--- src/rtl/risc_dmem.sv ---
// Flip-flop data memory for a small RISC core, with a streaming preload mode
// and saturating CPU read/write access counters.
module risc_dmem #(
    parameter int unsigned DEPTH = 16,
    parameter int unsigned AW    = 4,
    parameter int unsigned DW    = 8
) (
    input  logic          clk,
    input  logic          rst_n,
    input  logic          dmenbl,
    input  logic          rdwr,
    input  logic [AW-1:0] dmaddr,
    input  logic [DW-1:0] dmdatain,
    output logic [DW-1:0] dmdataout,
    input  logic          init_start,
    input  logic          init_valid,
    input  logic [DW-1:0] init_data,
    output logic          init_busy,
    output logic          init_done,
    output logic [7:0]    rd_cnt,
    output logic [7:0]    wr_cnt
);

    typedef enum logic [0:0] {StRun, StLoad} state_e;

    state_e        state_q, state_d;
    logic [AW-1:0] load_cnt_q, load_cnt_d;
    logic [DW-1:0] mem_q [DEPTH];
    logic [DW-1:0] mem_d [DEPTH];
    logic [DW-1:0] dout_q, dout_d;
    logic          done_q, done_d;
    logic [7:0]    rd_cnt_q, rd_cnt_d;
    logic [7:0]    wr_cnt_q, wr_cnt_d;

    always_comb begin
        state_d    = state_q;
        load_cnt_d = load_cnt_q;
        mem_d      = mem_q;
        dout_d     = dout_q;
        done_d     = 1'b0;
        rd_cnt_d   = rd_cnt_q;
        wr_cnt_d   = wr_cnt_q;

        unique case (state_q)
            StRun: begin
                if (dmenbl) begin
                    if (rdwr) begin
                        dout_d = mem_q[dmaddr];
                        if (rd_cnt_q != 8'hFF) begin
                            rd_cnt_d = rd_cnt_q + 8'd1;
                        end
                    end else begin
                        mem_d[dmaddr] = dmdatain;
                        if (wr_cnt_q != 8'hFF) begin
                            wr_cnt_d = wr_cnt_q + 8'd1;
                        end
                    end
                end
                // A CPU access in the same cycle still completes above.
                if (init_start) begin
                    state_d    = StLoad;
                    load_cnt_d = '0;
                end
            end
            StLoad: begin
                if (init_valid) begin
                    mem_d[load_cnt_q] = init_data;
                    if (load_cnt_q == AW'(DEPTH - 1)) begin
                        state_d    = StRun;
                        load_cnt_d = '0;
                        done_d     = 1'b1;
                    end else begin
                        load_cnt_d = load_cnt_q + AW'(1);
                    end
                end
            end
            default: state_d = StRun;
        endcase
    end

    always_ff @(posedge clk or negedge rst_n) begin
        if (!rst_n) begin
            state_q    <= StRun;
            load_cnt_q <= '0;
            dout_q     <= '0;
            done_q     <= 1'b0;
            rd_cnt_q   <= '0;
            wr_cnt_q   <= '0;
            for (int i = 0; i < int'(DEPTH); i++) begin
                mem_q[i] <= '0;
            end
        end else begin
            state_q    <= state_d;
            load_cnt_q <= load_cnt_d;
            dout_q     <= dout_d;
            done_q     <= done_d;
            rd_cnt_q   <= rd_cnt_d;
            wr_cnt_q   <= wr_cnt_d;
            mem_q      <= mem_d;
        end
    end

    assign dmdataout = dout_q;
    assign init_busy = (state_q == StLoad);
    assign init_done = done_q;
    assign rd_cnt    = rd_cnt_q;
    assign wr_cnt    = wr_cnt_q;

endmodule

--- config.mk ---
export PLATFORM = sky130hd
export DESIGN_NAME = risc_dmem
export DESIGN_NICKNAME = d
export VERILOG_FILES = /design/src/rtl/risc_dmem.sv
export SDC_FILE = /design/constraint.sdc
export NUM_CORES = 1
export LEC_CHECK = 0
export ABC_AREA = 1
export CORE_MARGIN = 2
export CORE_UTILIZATION = 50
export DETAILED_ROUTE_END_ITERATION = 8
export GPL_TIMING_DRIVEN = 1
export PLACE_DENSITY = 0.66
export SYNTH_ARGS = -nofsm -noshare
export SYNTH_HDL_FRONTEND = slang
export SYNTH_SLANG_ARGS = --single-unit
--- constraint.sdc ---
create_clock -name clk -period 2.94 [get_ports clk]
set_input_delay 0.735 -clock clk [delete_from_list [all_inputs] [get_ports clk]]
set_output_delay 0.735 -clock clk [all_outputs]
set_load 0.05 [all_outputs]
==> run_summary.xml, run 1 <==
<?xml version="1.0" encoding="UTF-8"?>
<metrics>
  <group name="clock_network">
    <metric name="path_clk_slew" unit="ns">0.06</metric>
    <metric name="num_clock_sinks" unit="">158</metric>
    <metric name="cts_setup_buffers" unit="">0</metric>
    <metric name="clk_path_buf_depth" unit="">2</metric>
    <metric name="cts_repair_resize_count" unit="">0</metric>
    <metric name="clock_latency" unit="ns">0.44</metric>
    <metric name="cts_hold_repair.buffers" unit="">0</metric>
    <metric name="htree_levels" unit="">4</metric>
    <metric name="root_buffer" unit="">clkbuf_16</metric>
    <metric name="cts_tree" unit="">built</metric>
    <metric name="tritoncts.num_buffers" unit="">17</metric>
  </group>
  <group name="critical_path">
    <metric name="total_buffers_and_inverters_traversed_by_the_critical_path" unit="">1</metric>
    <metric name="timing.critical_path.to_type" unit="">primary output</metric>
    <metric name="ff2ff_path_depth" unit="">7</metric>
    <metric name="critical-path-max-stage-delay" unit="ns">0.89</metric>
    <metric name="reg2reg_from" unit="">init_busy</metric>
    <metric name="timing.critical_path.required" unit="ns">2.20</metric>
    <metric name="cpMaxStageDelayCell" unit="">clkdlybuf4s50_1</metric>
    <metric name="rrSetupSlack" unit="ns">0.46</metric>
    <metric name="critical_setup_path_kind" unit="">register to primary output</metric>
    <metric name="cpLargestDelayFamily" unit="">buffers and inverters</metric>
    <metric name="crit-reg2reg-capture" unit="">mem_q[10]</metric>
    <metric name="path_cells" unit="">clkdlybuf4s50_1</metric>
    <metric name="crit_fanout" unit="">13</metric>
    <metric name="startpoint_type" unit="">register</metric>
    <metric name="worstPathArrival" unit="ns">1.92</metric>
  </group>
  <group name="synthesis">
    <metric name="postSynth.topFlopCell" unit="">dfrtp_1</metric>
    <metric name="ys_ff_latch" unit="">158</metric>
    <metric name="asyncSetResetFlopFracSynth" unit="%">100.0</metric>
    <metric name="library_cells_used_by_synthesis" unit="">31</metric>
    <metric name="mappedNetlistNets" unit="">1333</metric>
    <metric name="synth_cells" unit="">1301</metric>
    <metric name="share_of_the_yosys_chip_area_belonging_to_registers" unit="%">42.78</metric>
    <metric name="synth.avg_cell_area" unit="µm²">7.104</metric>
    <metric name="synth.yosys.warnings" unit="">0</metric>
    <metric name="synth-edff-count" unit="">0</metric>
    <metric name="netlist_area" unit="µm²">9243</metric>
  </group>
  <group name="power_and_ir_drop">
    <metric name="powerDensity" unit="nW/µm²">756.0</metric>
    <metric name="vdd.ir_drop.worst" unit="mV">0.5350</metric>
    <metric name="internal-power" unit="mW">4.953</metric>
    <metric name="clk_pwr_share" unit="%">26.5</metric>
    <metric name="total_leakage_power" unit="nW">4.921</metric>
    <metric name="power.share.combinational" unit="%">33.4</metric>
    <metric name="power.net_switching" unit="mW">3.054</metric>
    <metric name="power.sequential.fraction" unit="%">40.1</metric>
    <metric name="power.switching_fraction" unit="%">38.14</metric>
  </group>
  <group name="sta">
    <metric name="worstMarginPinSlew" unit="ns">0.5985</metric>
    <metric name="fin_tns_setup" unit="ns">0</metric>
    <metric name="final.setup_skew" unit="ns">0.009198</metric>
    <metric name="period_utilization" unit="%">90.21</metric>
    <metric name="post-route-min-period" unit="ns">2.652</metric>
    <metric name="rsz0062_at_grt" unit="">no</metric>
    <metric name="timing_hold_violations_final" unit="">0</metric>
    <metric name="report.final.slew_viol_count" unit="">0</metric>
    <metric name="setup-violations-final" unit="">0</metric>
    <metric name="clock.fmax" unit="GHz">0.3770</metric>
    <metric name="worst_slew_margin_rel" unit="%">60.00</metric>
  </group>
  <group name="run_status">
    <metric name="run_status" unit="">finished, final reports clean</metric>
  </group>
  <group name="floorplanning">
    <metric name="fp-row-count" unit="">49</metric>
    <metric name="die_area" unit="µm²">19590</metric>
    <metric name="die_width" unit="µm">140.0</metric>
    <metric name="die_y" unit="µm">140.0</metric>
    <metric name="total_i_o_pin_count" unit="">52</metric>
    <metric name="start_util" unit="%">51.28</metric>
    <metric name="placeableCoreArea" unit="µm²">18020</metric>
  </group>
  <group name="global_routing">
    <metric name="grt_start_max_net_pins" unit="">55</metric>
    <metric name="grt_antenna_before_repair" unit="">0</metric>
    <metric name="grt_pass1_wl" unit="mm">44.99</metric>
    <metric name="grt_remaining_overflow" unit="">0</metric>
    <metric name="track_usage" unit="%">29.54</metric>
    <metric name="via_count_of_the_first_global_routing_pass" unit="">8221</metric>
  </group>
  <group name="placed_design">
    <metric name="placed_area" unit="µm²">10040</metric>
    <metric name="hpwl" unit="mm">18.71</metric>
    <metric name="gp_routability_congestion" unit="">0.9766</metric>
    <metric name="io_buffers" unit="">51</metric>
  </group>
  <group name="cells_and_area">
    <metric name="final_net_count" unit="">1382</metric>
    <metric name="area_delta_synth_final" unit="%">14.59</metric>
    <metric name="design_area" unit="µm²">10590</metric>
    <metric name="num-fill-cells" unit="">1775</metric>
    <metric name="n_antenna_cell" unit="">0</metric>
    <metric name="drive_gt1_share" unit="%">10.35</metric>
  </group>
  <group name="drt">
    <metric name="number_of_design_rule_violations_left_by_the_first_detailed_router_iteration" unit="">1057</metric>
    <metric name="vias_per_cell" unit="">5.513</metric>
    <metric name="drtPass1Iterations" unit="">5</metric>
    <metric name="routed_wire_length_per_instance" unit="µm">17.78</metric>
    <metric name="drt-total-wl" unit="mm">28.29</metric>
    <metric name="drcViolationCount" unit="">0</metric>
    <metric name="antenna_violating_nets_post_route" unit="">0</metric>
    <metric name="num_vias" unit="">8771</metric>
  </group>
  <group name="run">
    <metric name="maxCapViolCount" unit="">0</metric>
  </group>
  <group name="worst_hold_path">
    <metric name="worst_hold_path_type" unit="">primary input to async pin</metric>
  </group>
</metrics>
-- flip-flops by register name, summed over array words and instances (netlist names) --
name,count
init_busy,1
dmdataout,8
load_cnt_q,4
rd_cnt,8
mem_q,128
init_done,1
wr_cnt,8
-- kinds of logic after synthesis --
group,count (synthesis),share of synthesized area (%)
adders and majority gates,6,0.8122
xor gates and xnor gates,13,1.232
DFF,158,42.78
buffers and inverters,223,10.07
and+or+nand+nor,626,28.14
AOI/OAI and AO/OA,275,16.96
-- routing by layer --
layer	global-route usage, %	routed length [µm]	vias up
met4	9.158	689	0
met5	0	0	-
li1	-	-	4263
met3	6.051	2676	52
met1	43.25	12810	4027
met2	44.29	12120	429
-- cell usage in the layout (no fill, tap or decap), types with 10 or more instances in the layout --
cell type,Yosys,routed
nand2_1,450,450
dfrtp_1,158,158
inv_1,151,151
o22ai_1,130,130
nor2_1,101,101
o21ai_0,69,69
clkdlybuf4s50_1,0,49
o21ai_1,45,45
buf_4,9,38
a21oi_1,28,28
nand2_2,22,22
clkbuf_16,0,17
nand3_1,16,16
nand3_2,14,14
or2_2,10,10
xor2_1,10,10
-- synthesized netlist by cell type (3+ instances only) --
cell / number / area share (%)
or2_2: 10 / 0.68
a21oi_1: 28 / 1.5
nand2_4: 4 / 0.49
o22ai_1: 130 / 8.8
nand3_2: 14 / 1.5
buf_2: 23 / 1.2
nand2_2: 22 / 1.5
o21ai_1: 45 / 2.4
dfrtp_1: 158 / 43
clkbuf_1: 21 / 0.85
inv_1: 151 / 6.1
buf_4: 9 / 0.73
o21ai_0: 69 / 3.7
xnor2_1: 3 / 0.28
nand3_1: 16 / 0.87
xor2_1: 10 / 0.95
buf_1: 5 / 0.20
nor2_1: 101 / 4.1
ha_1: 6 / 0.81
inv_2: 9 / 0.37
nor2_2: 3 / 0.20
nand2_1: 450 / 18
-- how the worst max path moves through the flow --
stage               startpoint  depth (start not counted)         end  slack (ns)
finish               init_busy                          1   init_busy        0.29
global route         init_busy                          1   init_busy        0.23
CTS                  init_busy                          1   init_busy        0.28
detailed placement   dmaddr[1]                          8   mem_q[87]        0.21
global placement          rdwr                          6   mem_q[11]        0.27
floorplan            dmaddr[1]                          9  mem_q[104]        1.06
-- power groups by stage --
stage                     Combinational (mW)  Sequential, mW  Clock, mW
final                                   2.68            3.21       2.12
after global placement                  2.58            3.22          0
after floorplan                         1.66            3.40          0
after detailed placement                2.63            3.23          0
after global routing                    2.99            3.29       2.23
after CTS                               2.65            3.20       2.14
-- final cells by class --
class | instances | area, µm² | share of cell area (%)
Clock buffer | 20 | 456.7 | 4.312
Clock inverter | 11 | 91.34 | 0.8624
Inverter | 162 | 613.1 | 5.789
Multi-Input combinational cell | 920 | 4358 | 41.15
Sequential cell | 158 | 3954 | 37.33
Tap cell | 229 | 286.5 | 2.705
Timing Repair Buffer | 91 | 832.0 | 7.856
-- metrics by stage --
step	hold slack (ns)	instances	utilization, %	total power [mW]	setup WS, ns
3_5_place_dp	0.4732	1560	55.72	5.860	0.2085
3_3_place_gp	0.4658	1560	55.72	5.803	0.2736
5_1_grt	0.2883	1591	58.76	8.501	0.2257
2_1_floorplan	0.4394	1301	-	5.059	1.060
4_1_cts	0.2735	1591	58.76	7.987	0.2758
6_report	0.2600	1591	58.76	8.007	0.2878
(Power assumes the default switching activity.)
==> run 2: changes to the inputs <==
--- a/config.mk
+++ b/config.mk
@@ -7,10 +7,11 @@
 export LEC_CHECK = 0
 export ABC_AREA = 1
 export CORE_MARGIN = 2
-export CORE_UTILIZATION = 50
+export CORE_UTILIZATION = 27
 export DETAILED_ROUTE_END_ITERATION = 8
 export GPL_TIMING_DRIVEN = 1
-export PLACE_DENSITY = 0.66
+export HOLD_SLACK_MARGIN = 0.03
+export PLACE_DENSITY = 0.39
 export SYNTH_ARGS = -nofsm -noshare
 export SYNTH_HDL_FRONTEND = slang
 export SYNTH_SLANG_ARGS = --single-unit
==> run_summary.xml, run 2 (same netlist as run 1, synthesis figures left out) <==
<?xml version="1.0" encoding="UTF-8"?>
<metrics>
  <group name="run_status">
    <metric name="run_status" unit="">finished, final reports clean</metric>
  </group>
  <group name="clock_network">
    <metric name="tritoncts.num_buffers" unit="">17</metric>
    <metric name="path_clk_slew" unit="ns">0.07</metric>
    <metric name="clk_path_buf_depth" unit="">2</metric>
    <metric name="htree_levels" unit="">4</metric>
    <metric name="cts_hold_repair.buffers" unit="">0</metric>
    <metric name="cts_repair_resize_count" unit="">0</metric>
    <metric name="cts_tree" unit="">built</metric>
    <metric name="root_buffer" unit="">clkbuf_16</metric>
    <metric name="num_clock_sinks" unit="">158</metric>
    <metric name="cts_setup_buffers" unit="">0</metric>
    <metric name="clock_latency" unit="ns">0.45</metric>
  </group>
  <group name="placed_design">
    <metric name="io_buffers" unit="">51</metric>
    <metric name="gp_routability_congestion" unit="">0.8481</metric>
    <metric name="dp.cells" unit="">1782</metric>
    <metric name="hpwl" unit="mm">22.58</metric>
    <metric name="place_ws" unit="ns">0.2596</metric>
  </group>
  <group name="critical_path">
    <metric name="path_cells" unit="">clkdlybuf4s50_1</metric>
    <metric name="timing.critical_path.to_type" unit="">primary output</metric>
    <metric name="timing.critical_path.required" unit="ns">2.20</metric>
    <metric name="critical-path-max-stage-delay" unit="ns">0.83</metric>
    <metric name="cpLargestDelayFamily" unit="">buffers and inverters</metric>
    <metric name="crit_fanout" unit="">5</metric>
    <metric name="total_buffers_and_inverters_traversed_by_the_critical_path" unit="">1</metric>
    <metric name="worstPathArrival" unit="ns">1.71</metric>
    <metric name="reg2reg_from" unit="">init_busy</metric>
    <metric name="cpMaxStageDelayCell" unit="">clkdlybuf4s50_1</metric>
    <metric name="startpoint_type" unit="">register</metric>
    <metric name="launching_element_of_the_worst_setup_path" unit="">wr_cnt[5]</metric>
    <metric name="critical_setup_path_kind" unit="">register to primary output</metric>
  </group>
  <group name="cells_and_area">
    <metric name="final_net_count" unit="">1385</metric>
    <metric name="area_delta_synth_final" unit="%">19.44</metric>
    <metric name="n_antenna_cell" unit="">0</metric>
    <metric name="finish.utilization" unit="%">32.84</metric>
    <metric name="drive_gt1_share" unit="%">10.69</metric>
    <metric name="top_register" unit="">mem_q</metric>
    <metric name="final_cell_count_no_fill" unit="">1814</metric>
    <metric name="layout.cells.most_common_list" unit="">nand2_1 (450), dfrtp_1 (158), inv_1 (151)</metric>
    <metric name="mostFrequentLayoutCell" unit="">nand2_1</metric>
    <metric name="largest_register_ffs" unit="">128</metric>
  </group>
  <group name="sta">
    <metric name="setup_slack" unit="ns">0.4920</metric>
    <metric name="report.final.slew_viol_count" unit="">0</metric>
    <metric name="setup-violations-final" unit="">0</metric>
    <metric name="period_utilization" unit="%">83.27</metric>
    <metric name="fin_tns_setup" unit="ns">0</metric>
    <metric name="timing_hold_violations_final" unit="">0</metric>
    <metric name="post-route-min-period" unit="ns">2.448</metric>
    <metric name="clock.fmax" unit="GHz">0.4085</metric>
    <metric name="rsz0062_at_grt" unit="">no</metric>
    <metric name="worstMarginPinSlew" unit="ns">0.6291</metric>
    <metric name="final.setup_skew" unit="ns">0.009876</metric>
    <metric name="worst_slew_margin_rel" unit="%">58.06</metric>
  </group>
  <group name="worst_hold_path">
    <metric name="worst_hold_path_type" unit="">primary input to async pin</metric>
  </group>
  <group name="global_routing">
    <metric name="grt_remaining_overflow" unit="">0</metric>
    <metric name="grt_pass1_wl" unit="mm">52.92</metric>
    <metric name="grt_start_max_net_pins" unit="">57</metric>
    <metric name="grt_antenna_before_repair" unit="">0</metric>
    <metric name="via_count_of_the_first_global_routing_pass" unit="">8423</metric>
    <metric name="track_usage" unit="%">19.80</metric>
  </group>
  <group name="floorplanning">
    <metric name="fp-row-count" unit="">67</metric>
    <metric name="placeableCoreArea" unit="µm²">33620</metric>
    <metric name="die_width" unit="µm">189.0</metric>
    <metric name="total_i_o_pin_count" unit="">52</metric>
    <metric name="die_y" unit="µm">189.0</metric>
    <metric name="start_util" unit="%">27.49</metric>
    <metric name="die_area" unit="µm²">35730</metric>
  </group>
  <group name="power_and_ir_drop">
    <metric name="powerDensity" unit="nW/µm²">768.2</metric>
    <metric name="vdd.ir_drop.worst" unit="mV">0.4131</metric>
    <metric name="total_leakage_power" unit="nW">5.002</metric>
  </group>
  <group name="drt">
    <metric name="num_vias" unit="">8608</metric>
    <metric name="drt-total-wl" unit="mm">34.32</metric>
    <metric name="vias_per_cell" unit="">4.745</metric>
    <metric name="drcViolationCount" unit="">0</metric>
    <metric name="drtPass1Iterations" unit="">5</metric>
    <metric name="number_of_design_rule_violations_left_by_the_first_detailed_router_iteration" unit="">642</metric>
    <metric name="antenna_violating_nets_post_route" unit="">0</metric>
    <metric name="routed_wire_length_per_instance" unit="µm">18.92</metric>
  </group>
  <group name="run">
    <metric name="maxCapViolCount" unit="">0</metric>
  </group>
</metrics>
run 2: cell types whose count changed in the layout (fill, tap and decap cells not counted):
cell             change
buf_12               +4
clkdlybuf4s50_1      -1
clkbuf_8             +3
clkinv_2             -4
clkinvlp_4           -1
bufinv_16            +3
run 2: layout make-up:
| class | count | area (µm²) |
|---|---|---|
| Timing Repair Buffer | 94 | 902.1 |
| Clock buffer | 23 | 498.0 |
| Sequential cell | 158 | 3954 |
| Fill cell | 3653 | 22580 |
| Clock inverter | 9 | 153.9 |
| Multi-Input combinational cell | 920 | 4358 |
| Inverter | 162 | 613.1 |
| Tap cell | 448 | 560.5 |
run 2: worst reg2reg max path, stage by stage, from the launching register on:
cell and delay (ns):
dfrtp_1 0.56, inv_4 0.22, nand3b_1 0.30, nand2_4 0.41, nand2_1 0.15, a21oi_4 0.34, o21ai_0 0.13
run 2: report_power, final:
group	internal [mW]	leakage [nW]	switching, mW	total (mW)
registers	2.85	2.05	0.349	3.20
clock network	1.54	0.316	0.988	2.52
logic	0.910	2.63	1.85	2.76
run 2: metal layers:
layer | global-route usage [%] | routed length, µm
met1 | 29.17 | 16890
met4 | 4.958 | 444
met3 | 3.021 | 2053
met2 | 30.16 | 14930
met5 | 0 | 0
run 2: final timing paths:
check                       endpoint  depth (start not counted)  slack [ns]
setup / recovery           wr_cnt[5]                          1        0.49
min in group clk           mem_q[67]                          2        0.49
hold / removal             wr_cnt[0]                          1        0.25
max in group asynchronous   mem_q[4]                          2        1.92
setup reg to reg           mem_q[14]                          6        0.70
hold reg to reg            mem_q[67]                          2        0.49
run 2: stage by stage:
step                total power, mW  instance area, µm²  hold WS [ns]
detailed placement            5.997               10390        0.4737
finish                        8.481               11040        0.2506
global route                  9.057               11040        0.2678
floorplan                     5.059                9243        0.4394
CTS                           8.557               11040        0.2632
global placement              5.992               10390        0.4670
==> run 3: changes to the inputs <==
--- a/config.mk
+++ b/config.mk
@@ -11,7 +11,7 @@
 export DETAILED_ROUTE_END_ITERATION = 8
 export GPL_TIMING_DRIVEN = 1
 export HOLD_SLACK_MARGIN = 0.03
-export PLACE_DENSITY = 0.39
+export PLACE_DENSITY = 0.41
 export SYNTH_ARGS = -nofsm -noshare
 export SYNTH_HDL_FRONTEND = slang
 export SYNTH_SLANG_ARGS = --single-unit
==> constraint.sdc (replaced) <==
create_clock -name clk -period 2.1 [get_ports clk]
set_input_delay 0.525 -clock clk [delete_from_list [all_inputs] [get_ports clk]]
set_output_delay 0.525 -clock clk [all_outputs]
set_load 0.05 [all_outputs]
==> run_summary.xml, run 3 (same netlist as run 1, synthesis figures left out) <==
<?xml version="1.0" encoding="UTF-8"?>
<metrics>
  <group name="drt">
    <metric name="antenna_violating_nets_post_route" unit="">0</metric>
    <metric name="drt-total-wl" unit="mm">33.40</metric>
    <metric name="vias_per_cell" unit="">4.684</metric>
    <metric name="drtPass1Iterations" unit="">5</metric>
    <metric name="num_vias" unit="">8774</metric>
    <metric name="routed_wire_length_per_instance" unit="µm">17.83</metric>
    <metric name="drcViolationCount" unit="">0</metric>
    <metric name="number_of_design_rule_violations_left_by_the_first_detailed_router_iteration" unit="">604</metric>
  </group>
  <group name="sta">
    <metric name="timing_hold_violations_final" unit="">0</metric>
    <metric name="rsz0062_at_grt" unit="">no</metric>
    <metric name="setup-violations-final" unit="">0</metric>
    <metric name="fin_tns_setup" unit="ns">0</metric>
    <metric name="clock.fmax" unit="GHz">0.5185</metric>
    <metric name="post-route-min-period" unit="ns">1.929</metric>
    <metric name="period_utilization" unit="%">91.84</metric>
    <metric name="worst_slew_margin_rel" unit="%">65.57</metric>
    <metric name="worstMarginPinSlew" unit="ns">0.5185</metric>
    <metric name="final.setup_skew" unit="ns">0.007817</metric>
    <metric name="report.final.slew_viol_count" unit="">0</metric>
  </group>
  <group name="floorplanning">
    <metric name="die_width" unit="µm">189.0</metric>
    <metric name="fp-row-count" unit="">67</metric>
    <metric name="start_util" unit="%">27.49</metric>
    <metric name="placeableCoreArea" unit="µm²">33620</metric>
    <metric name="die_area" unit="µm²">35730</metric>
    <metric name="total_i_o_pin_count" unit="">52</metric>
    <metric name="die_y" unit="µm">189.0</metric>
  </group>
  <group name="cells_and_area">
    <metric name="design_area" unit="µm²">11650</metric>
    <metric name="final_net_count" unit="">1444</metric>
    <metric name="n_antenna_cell" unit="">0</metric>
    <metric name="area_delta_synth_final" unit="%">26.01</metric>
    <metric name="top_register" unit="">mem_q</metric>
    <metric name="layout.cells.most_common_list" unit="">nand2_1 (450), dfrtp_1 (157), inv_1 (151)</metric>
    <metric name="mostFrequentLayoutCell" unit="">nand2_1</metric>
    <metric name="largest_register_ffs" unit="">128</metric>
    <metric name="finish.utilization" unit="%">34.64</metric>
    <metric name="final_cell_count_no_fill" unit="">1873</metric>
    <metric name="drive_gt1_share" unit="%">14.67</metric>
  </group>
  <group name="critical_path">
    <metric name="crit_fanout" unit="">23</metric>
    <metric name="critical_setup_path_kind" unit="">register to primary output</metric>
    <metric name="timing.critical_path.required" unit="ns">1.57</metric>
    <metric name="ff2ff_path_depth" unit="">7</metric>
    <metric name="worstPathArrival" unit="ns">1.40</metric>
    <metric name="rrSetupSlack" unit="ns">0.33</metric>
    <metric name="timing.critical_path.to_type" unit="">primary output</metric>
    <metric name="crit-reg2reg-capture" unit="">mem_q[120]</metric>
    <metric name="startpoint_type" unit="">register</metric>
    <metric name="reg2reg_from" unit="">load_cnt_q[0]</metric>
  </group>
  <group name="global_routing">
    <metric name="grt_antenna_before_repair" unit="">0</metric>
    <metric name="via_count_of_the_first_global_routing_pass" unit="">8552</metric>
    <metric name="track_usage" unit="%">19.31</metric>
    <metric name="grt_pass1_wl" unit="mm">52.20</metric>
    <metric name="grt_start_max_net_pins" unit="">50</metric>
    <metric name="grt_remaining_overflow" unit="">0</metric>
  </group>
  <group name="clock_network">
    <metric name="htree_levels" unit="">4</metric>
    <metric name="cts_setup_buffers" unit="">0</metric>
    <metric name="num_clock_sinks" unit="">158</metric>
    <metric name="clock_latency" unit="ns">0.44</metric>
    <metric name="root_buffer" unit="">clkbuf_16</metric>
    <metric name="tritoncts.num_buffers" unit="">17</metric>
    <metric name="cts_tree" unit="">built</metric>
    <metric name="path_clk_slew" unit="ns">0.07</metric>
    <metric name="clk_path_buf_depth" unit="">2</metric>
  </group>
  <group name="run">
    <metric name="maxCapViolCount" unit="">0</metric>
  </group>
  <group name="worst_hold_path">
    <metric name="worst_hold_path.endpoint" unit="">mem_q[112]</metric>
    <metric name="hold-path-cell-count" unit="">2</metric>
    <metric name="worst_hold_path_type" unit="">register to register</metric>
    <metric name="hold_path_startpoint" unit="">mem_q[112]</metric>
  </group>
  <group name="power_and_ir_drop">
    <metric name="powerDensity" unit="nW/µm²">1002</metric>
    <metric name="total_leakage_power" unit="nW">5.401</metric>
    <metric name="vdd.ir_drop.worst" unit="mV">0.5909</metric>
  </group>
  <group name="placed_design">
    <metric name="io_buffers" unit="">51</metric>
    <metric name="dp.cells" unit="">1840</metric>
    <metric name="placed_area" unit="µm²">11090</metric>
    <metric name="hpwl" unit="mm">23.12</metric>
    <metric name="gp_routability_congestion" unit="">0.8322</metric>
  </group>
  <group name="run_status">
    <metric name="run_status" unit="">finished, final reports clean</metric>
  </group>
</metrics>
run 3: cell types whose count changed in the layout (fill, tap and decap cells not counted), moves of 2 or more:
cell and change:
buf_4 +40, clkdlybuf4s50_1 -25, buf_12 +22, dlygate4sd2_1 +20, clkinvlp_4 +4, bufinv_16 -3
clkbuf_8 -3, clkinv_2 -2, clkinv_4 +2
run 3: layer usage:
layer	vias to the layer above	global-route usage [%]	part of all wire (%)
met1	4133	27.01	49
met3	29	3.244	4.5
met5	-	0	0
met4	0	4.958	1.4
li1	4406	-	-
met2	206	30.90	46
run 3: worst max-delay path: stages (launching register included):
cell and delay, ns:
dfrtp_2 0.50, buf_6 0.28, buf_12 0.17
run 3: metrics by stage:
step           setup slack [ns]  total power, mW  hold slack (ns)
2_1_floorplan            0.2780            7.083           0.2294
3_3_place_gp            -0.1357            8.672           0.4206
3_5_place_dp            -0.1234            8.699           0.4179
4_1_cts                 0.03544            11.79           0.4903
5_1_grt                  0.1127            12.49           0.5041
6_report                 0.1714            11.67           0.4830
run 3: repair_timing:
action / in CTS / in global routing
pin swaps: 0 / 0
resized for setup: 21 / 1
endpoints found under the hold margin: 18 / 0
endpoints found under the setup margin: 21 / 1
hold buffers: 1 / 0
run 3: how the worst max path moves through the flow:
stage               slack (ns)  cells past startpoint         to  startpoint
floorplan                 0.28                      9  mem_q[89]   init_busy
global placement         -0.14                      8  mem_q[66]   dmaddr[2]
detailed placement       -0.12                      8  mem_q[66]   dmaddr[2]
CTS                       0.04                      2  init_busy   init_busy
global route              0.11                      1  rd_cnt[5]   rd_cnt[5]
finish                    0.17                      2  init_busy   init_busy
run 3: area by class of cell:
| class | instances | area, µm² |
|---|---|---|
| well taps | 448 | 560.5 |
| inverters | 162 | 613.1 |
| fillers | 3657 | 21970 |
| clock inverters | 11 | 110.1 |
| repair buffers | 153 | 1589 |
| multi-input cells | 920 | 4358 |
| flip-flops and latches | 158 | 3955 |
| clock buffers | 21 | 460.4 |
run 3: power by group:
part / switching, mW / total [mW] / internal [mW]
clock: 1.40 / 3.10 / 1.71
combinational: 2.63 / 4.10 / 1.47
sequential: 0.472 / 4.46 / 3.99
total: 4.50 / 11.7 / 7.17
